===== config.mk =====
export PLATFORM = sky130hd
export DESIGN_NAME = bin2bcd
export DESIGN_NICKNAME = d
export VERILOG_FILES = /design/src/rtl/bin2bcd.sv
export SDC_FILE = /design/constraint.sdc
export NUM_CORES = 1
export LEC_CHECK = 0
export CAP_MARGIN = 20
export CORE_ASPECT_RATIO = 0.5
export CORE_UTILIZATION = 35
export CTS_BUF_LIST = sky130_fd_sc_hd__clkbuf_16
export DETAILED_ROUTE_END_ITERATION = 12
export GPL_TIMING_DRIVEN = 0
export HOLD_SLACK_MARGIN = 0.05
export PLACE_DENSITY = 0.66
export REMOVE_ABC_BUFFERS = 1
export SLEW_MARGIN = 20
export SYNTH_ARGS = -nofsm -noshare
export SYNTH_HDL_FRONTEND = slang
export SYNTH_SLANG_ARGS = --single-unit

===== constraint.sdc =====
create_clock -name clk_i -period 1.72 [get_ports clk_i]
set_input_delay 0.43 -clock clk_i [delete_from_list [all_inputs] [get_ports clk_i]]
set_output_delay 0.43 -clock clk_i [all_outputs]
set_load 0.005 [all_outputs]

===== src/rtl/bin2bcd.sv =====
// rtl/bin2bcd.sv - serial MSB-first binary to packed BCD converter (double dabble)
// Each edge corrects every digit (add 3 when >= 5) then shifts left, pulling in_i into bit 0.
module bin2bcd #(
    parameter int Ndigit = 8
) (
    input  logic                  clk_i,
    input  logic                  rst_i,
    input  logic                  in_i,
    output logic [4*Ndigit-1:0]   out_o
);

    localparam int W = 4 * Ndigit;

    logic [W-1:0] out_q;
    logic [W-1:0] out_d;
    logic [W-1:0] corr;

    // Add-3 precorrection keeps each digit legal BCD after the doubling shift.
    always_comb begin
        corr = '0;
        for (int k = 0; k < Ndigit; k++) begin
            if (out_q[4*k +: 4] >= 4'd5) begin
                corr[4*k +: 4] = out_q[4*k +: 4] + 4'd3;
            end else begin
                corr[4*k +: 4] = out_q[4*k +: 4];
            end
        end
        // The top corrected bit is the carry out of the top digit and is dropped.
        out_d = {corr[W-2:0], in_i};
    end

    always_ff @(posedge clk_i or posedge rst_i) begin
        if (rst_i) begin
            out_q <= '0;
        end else begin
            out_q <= out_d;
        end
    end

    assign out_o = out_q;

endmodule


[Yosys cells after proc, flatten, opt, wreduce, memory -nomap -nowiden]
Cells that the tools add are included.
Widths: inputs -> output; s select.
Cells by class
  order comparisons: 8
  multipliers: 0
  reductions and logical operators: 0
  bitwise operators: 0
  div/mod/pow operators: 0
  equal/unequal tests: 0
  add/subtract/negate cells: 8
  shift operators: 0
  mux-type cells: 8
Operators with widths (count)
  $ge 4x3->1 const B: 8
  $add 4x2->4 const B: 7
  $mux 4: 7
  $add 3x2->3 const B: 1
  $mux 3: 1
Storage, ports and cells
  bits in writable memories: 0
  flip-flop bits (word level): 32
  bits in latches: 0
  input port bits: 3
  memory bits (read-only): 0
  memories: 0
  output and inout port bits: 32
  logic and storage cells: 25

[Longest topological paths before layout]
Gate-level depths: netlist of run 1.
  depth in word-level cells: 2
  gate-level depth with buffers: 5
  gate-level depth less buffers: 5

[Least setup slack after synthesis of run 1]
No wires, ideal clock.
  path type: register -> register
  start: register out_q[8], in the netlist out_o[8]
  end: register out_q[10], in the netlist out_o[10]
  path buffers: 0
  arrival: 1123 ps
  period minus slack after synthesis: 1203 ps
  cell stages (with the launch flop): 5
  path slack: 517 ps
  setup time: 79 ps
  data required time: 1641 ps
  path through: dfrtp_1 > ha_1 > nand2b_1 > a21oi_2 > mux2i_1
Between the ends
  longest elaborated chain between the ends: 2
  elaborated cells on any way between the ends: 3
  classes of those cells: 1 x add/sub; 1 x order compare; 1 x mux
Ends and longest elaborated chain
  start: declaration: RTL line 14  | logic [W-1:0] out_q;
  start signal: assignment: RTL line 36  | out_q <= out_d;
  $add 4x2->4 / $ge 4x3->1 (equally long branches): RTL line 23, 22
  $mux 4 (*): RTL line 22  | if (out_q[4*k +: 4] >= 4'd5) begin
  net corr[9]: RTL line 16  | logic [W-1:0] corr;
The timed path passes the listed nets; every way through them passes the cells marked *.

[Final worst setup path of run 1]
  start: register out_q[24], in the netlist out_o[24]
  end: output out_o[24]
RTL lines
  end: declaration: RTL line 9  | output logic [4*Ndigit-1:0] out_o
No word-level cell between the ends.

==> results.toml, run 1 <==
[detailed_routing]
wl_per_cell_um = 10.5
wirelength_mm = 2.66
routed_via_density = 4.38
drt_iter0_markers = 22
vias = 1107
drc = 0
dr.pass1.iters = 4
ant_nets = 0

[die]
rows = 16
start_util_pct = 38.7
die-area_um2 = 4850
die_w_um = 97.5
ios = 35
die_y_um = 49.7
coreArea_um2 = 4120

[placed_design]
place.gp.congestion = 0.713
port_buffers = 34
pre_cts_ws_ns = 0.332
placed_area_um2 = 2000
place_hpwl_mm = 1.98

[logic_synthesis]
synth_area_um2 = 1600
ys_seq_elements = 32
yosysSeqAreaShare_pct = 50.2
ys_warn_count = 0
synth_cell_types = 11
syn_inst = 157
avgSynthCellArea_um2 = 10.2

[setup_path]
slowest_stage = "clkdlybuf4s50_1"
r2r_slack_ns = 0.42
worstSetupPathType = "reg -> out"
end_kind = "output pin"
reg2reg_from = "out_o[21]$_DFF_PP0_"
critical_path_buf_inv_count = 1
cp.arrival_ns = 1.23
cp-start-kind = "register"
path_cells = "clkdlybuf4s50_1"
r2r-end = "out_o[22]$_DFF_PP0_"
cp_max_fo = 5
cp_top_family = "buffers and inverters"
reg2reg_depth = 5
cpPeakStageDelay_ns = 0.53
cp.required_ns = 1.29

[finish]
final_layout_size_suffix_gt1_share_pct = 7.54
largest_reg_flops = 32
design_area_um2 = 2140
fill_cells = 387
area_growth_pct = 34.2
post-route-util_pct = 51.9
diodes = 0
fin_nets = 217

[clock_network]
cts_hold_buf = 0
cts_tree = "built"
cts_resized = 0
post_cts.repair.setup_buffers = 0
cts_root_buf = "clkbuf_16"
clock-sinks = 32
cts_buffers = 5
clockBufferDepth = 2
clk_pin_slew_ns = 0.05
h-tree-depth = 2
clock_latency_ns = 0.27

[sta]
setup_viol_count_final = 0
period_minus_slack_ns = 1.66
hold_viol = 0
rsz0062_at_grt = "false"
postLayoutSetupSlackWorst_ns = 0.0645
hold_ws_ns = 0.525
worst_pin_slew_ns = 0.665
max_freq_mhz = 604
relSlewSlack_pct = 55.6
fin_worst_skew_ns = 0.00381
finalCritPeriodShare_pct = 96.3
maxSlewViolCount = 0

[global_routing]
track_usage_pct = 13.1
grt_pass1_wl_mm = 4.94
grt_overflow_total = 0
grt_pass1_vias = 1120
antenna_found_initial = 0
grt_max_degree = 33

[power_and_ir_drop]
fin_total_pwr_uw = 4480
power.density_nw_per_um2 = 2090
p_leak_uw = 0.00103
ir_drop_mv = 0.731

[worst_hold_path]
worstHoldPathType = "reg -> reg"
hold_start = "out_o[31]$_DFF_PP0_"
hold_path_depth = 2
holdPathEnd = "out_o[31]$_DFF_PP0_"

[flow_run]
cap_violations = 0

[run_status]
status = "finished clean"
## cells in the mapped netlist
cell / count / area, um^2
o21ai_0: 7 / 35.0
inv_1: 17 / 63.8
dfrtp_1: 32 / 801
nand2_1: 31 / 116
ha_1: 16 / 200
nor2_1: 8 / 30.0
mux2i_1: 8 / 80.1
o21ai_1: 7 / 35.0
nand2b_1: 15 / 93.8
xnor2_1: 8 / 70.1
a21oi_2: 8 / 70.1
## worst min-delay path: cells and delay by family (launching register included)
kind             cells  cell delay, ns
AND/OR/NAND/NOR      2            0.11
flip-flops           1            0.38
## per-layer routing
layer | wire length (um) | part of all wire, % | track usage [%]
met2 | 1240 | 46 | 21.8
met5 | 0 | 0 | 0
met3 | 110 | 4.1 | 4.54
met4 | 42 | 1.6 | 5.88
met1 | 1270 | 48 | 15.7
## cell families (layout without fill, tap and decap cells)
kind of cell | after synthesis | after routing | share of synthesized area [%]
AND/OR/NAND/NOR | 54 | 54 | 15.1
flip-flops | 32 | 32 | 50.2
AO/OA/AOI/OAI | 22 | 22 | 8.78
buffers and inverters | 17 | 59 | 4.00
adder cells (fa/ha/maj) | 16 | 16 | 12.5
XOR/XNOR | 8 | 8 | 4.39
multiplexers | 8 | 8 | 5.02
## per-stage QoR
stage | setup TNS (ns) | cells
after floorplan | 0 | 157
after global placement | -6.68 | 245
after detailed placement | 0 | 245
after CTS | 0 | 253
after global routing | 0 | 253
final | 0 | 253
## cell type report
cell class	instances	area [um^2]	area share, %
clock buffers	5	125	5.84
well taps	54	67.6	3.16
multi-input cells	108	731	34.1
inverters	17	63.8	2.98
flip-flops and latches	32	802	37.5
repair buffers	34	340	15.9
clock inverters	3	11.3	0.526
## power breakdown
part           internal (uW)  leakage, uW  switching (uW)
Clock                    518    0.0000738             284
Sequential              1140     0.000389             396
Combinational           1240     0.000563             908
## placed cells by master, fill, tap and decap left out, drive strengths merged, types with 14 or more instances in the layout
| cell type | n |
|---|---|
| nand2b | 15 |
| clkdlybuf4s50 | 34 |
| nand2 | 31 |
| inv | 19 |
| o21ai | 14 |
| dfrtp | 32 |
| ha | 16 |
## worst max-delay path by stage
stage                        start  cells after the start             endpoint  slack (ns)
4_1_cts         out_o[8]$_DFF_PP0_                      1             out_o[8]        0.03
5_1_grt        out_o[12]$_DFF_PP0_                      1            out_o[12]      0.0007
2_1_floorplan   out_o[8]$_DFF_PP0_                      4  out_o[10]$_DFF_PP0_        0.52
3_5_place_dp                 rst_i                      2  out_o[23]$_DFF_PP0_        0.33
6_report       out_o[24]$_DFF_PP0_                      1            out_o[24]        0.06
3_3_place_gp                 rst_i                      2   out_o[0]$_DFF_PP0_       -0.21
Power figures use the tool's default switching activity.
==> run 2, diff against run 1 <==
==> constraint.sdc (replaced) <==
create_clock -name clk_i -period 1.7 [get_ports clk_i]
set_input_delay 0.425 -clock clk_i [delete_from_list [all_inputs] [get_ports clk_i]]
set_output_delay 0.425 -clock clk_i [all_outputs]
set_load 0.005 [all_outputs]
==> run 2 against run 1 <==
  * Non-clock buffer count is the same
  * First-iteration DRC count is the same
  * Combinational power is essentially flat
  * Die area is the same
  * Wire length is the same
  * Final area grew 0.12%
  * Count of clock-buffer cells in the layout is the same
  * Core utilization grew 0.061 points
  * Total power grew 1.3%
  * Critical path type unchanged
  * Largest power group unchanged
==> results.toml, run 2 (synthesis gave the netlist of run 1 again) <==
[run_status]
status = "finished clean"

[placed_design]
place_hpwl_mm = 1.98
port_buffers = 34
pre_cts_ws_ns = 0.317
place.gp.congestion = 0.713

[global_routing]
grt_pass1_vias = 1120
grt_busiest_layer = "met2"
met2_usage_pct = 21.8
antenna_found_initial = 0
track_usage_pct = 13.1
grt_overflow_total = 0
gr-usage-met3_pct = 4.54
grt_pass1_wl_mm = 4.94
grt_use_met1_pct = 15.7
grt_max_degree = 33

[die]
die_y_um = 49.7
die-area_um2 = 4850
coreArea_um2 = 4120
rows = 16
start_util_pct = 38.7
ios = 35
die_w_um = 97.5

[sta]
period_minus_slack_ns = 1.65
fin_worst_skew_ns = 0.00381
hold_ws_ns = 0.513
setup_viol_count_final = 0
relSlewSlack_pct = 55.6
finalCritPeriodShare_pct = 97.1
rsz0062_at_grt = "false"
tns_ns = 0
hold_viol = 0
maxSlewViolCount = 0
max_freq_mhz = 606
worst_pin_slew_ns = 0.665
postLayoutSetupSlackWorst_ns = 0.0495

[clock_network]
cts_buffers = 5
post_cts.repair.setup_buffers = 0
clock-sinks = 32
cts_tree = "built"
clk_pin_slew_ns = 0.05
h-tree-depth = 2
clockBufferDepth = 2
cts_root_buf = "clkbuf_16"
clock_latency_ns = 0.27

[finish]
multi_input_area_um2 = 731
area_growth_pct = 34.4
final_common_cell = "clkdlybuf4s50_1"
diodes = 0
final_layout_size_suffix_gt1_share_pct = 8.54
layout_common_cells = "clkdlybuf4s50_1 (34), nand2_1 (31), dfrtp_1 (29)"
largest_reg_flops = 32
fill_cells = 386
register_area_um2 = 805
fin_nets = 217

[setup_path]
worstSetupPathType = "reg -> out"
critical_path_buf_inv_count = 1
r2r_slack_ns = 0.40
cp_top_family = "buffers and inverters"
cp.required_ns = 1.27
slowest_stage = "clkdlybuf4s50_1"
cp-start-kind = "register"
path_cells = "clkdlybuf4s50_1"
cpPeakStageDelay_ns = 0.53
cp.arrival_ns = 1.23
end_kind = "output pin"
cp_max_fo = 5

[detailed_routing]
dr.pass1.iters = 4
routed_via_density = 4.38
drt_iter0_markers = 22
wl_per_cell_um = 10.5
vias = 1107
ant_nets = 0
wirelength_mm = 2.66
drc = 0

[flow_run]
cap_violations = 0

[power_and_ir_drop]
power.density_nw_per_um2 = 2120
ir_drop_mv = 0.740
p_leak_uw = 0.00102

[worst_hold_path]
worstHoldPathType = "reg -> reg"
-- run 2: per-layer routing --
metal | routed length (um) | up-vias
met2 | 1240 | 18
met1 | 1270 | 504
met5 | 0 | -
met4 | 42 | 0
li1 | - | 579
met3 | 110 | 6
-- run 2: power by group --
part / internal, uW / switching [uW]
clock network: 525 / 287
logic: 1250 / 918
registers: 1150 / 401
total: 2930 / 1610
-- run 2: timing repair --
action / in CTS / in global routing
setup endpoints to repair: 0 / 3
hold buffers: 0 / 0
gates resized for setup: 0 / 3
-- run 2: per-stage QoR --
step                      cell area [um^2]  std cells  util (%)  total power [uW]
after global routing                  2140        253      52.0              4980
after floorplan                       1600        157         -              2800
final                                 2140        253      52.0              4540
after detailed placement              2000        245      48.6              3770
after CTS                             2140        253      51.9              4610
after global placement                2000        245      48.6              3680
-- run 2: layout make-up --
cell class | instances | area share, %
sequential | 32 | 37.5
multi-input combinational | 108 | 34.1
timing repair buffer | 34 | 15.9
clock buffer | 5 | 5.84
tap | 54 | 3.15
inverter | 17 | 2.98
clock inverter | 3 | 0.525
-- run 2: final timing paths --
path / from / to / cells past startpoint
max: out_o[24]$_DFF_PP0_ / out_o[24] / 1
min: out_o[12]$_DFF_PP0_ / out_o[13]$_DFF_PP0_ / 1
max reg2reg: out_o[21]$_DFF_PP0_ / out_o[22]$_DFF_PP0_ / 5
min reg2reg: out_o[12]$_DFF_PP0_ / out_o[13]$_DFF_PP0_ / 1
max in group asynchronous: rst_i / out_o[8]$_DFF_PP0_ / 2
min in group asynchronous: rst_i / out_o[15]$_DFF_PP0_ / 2
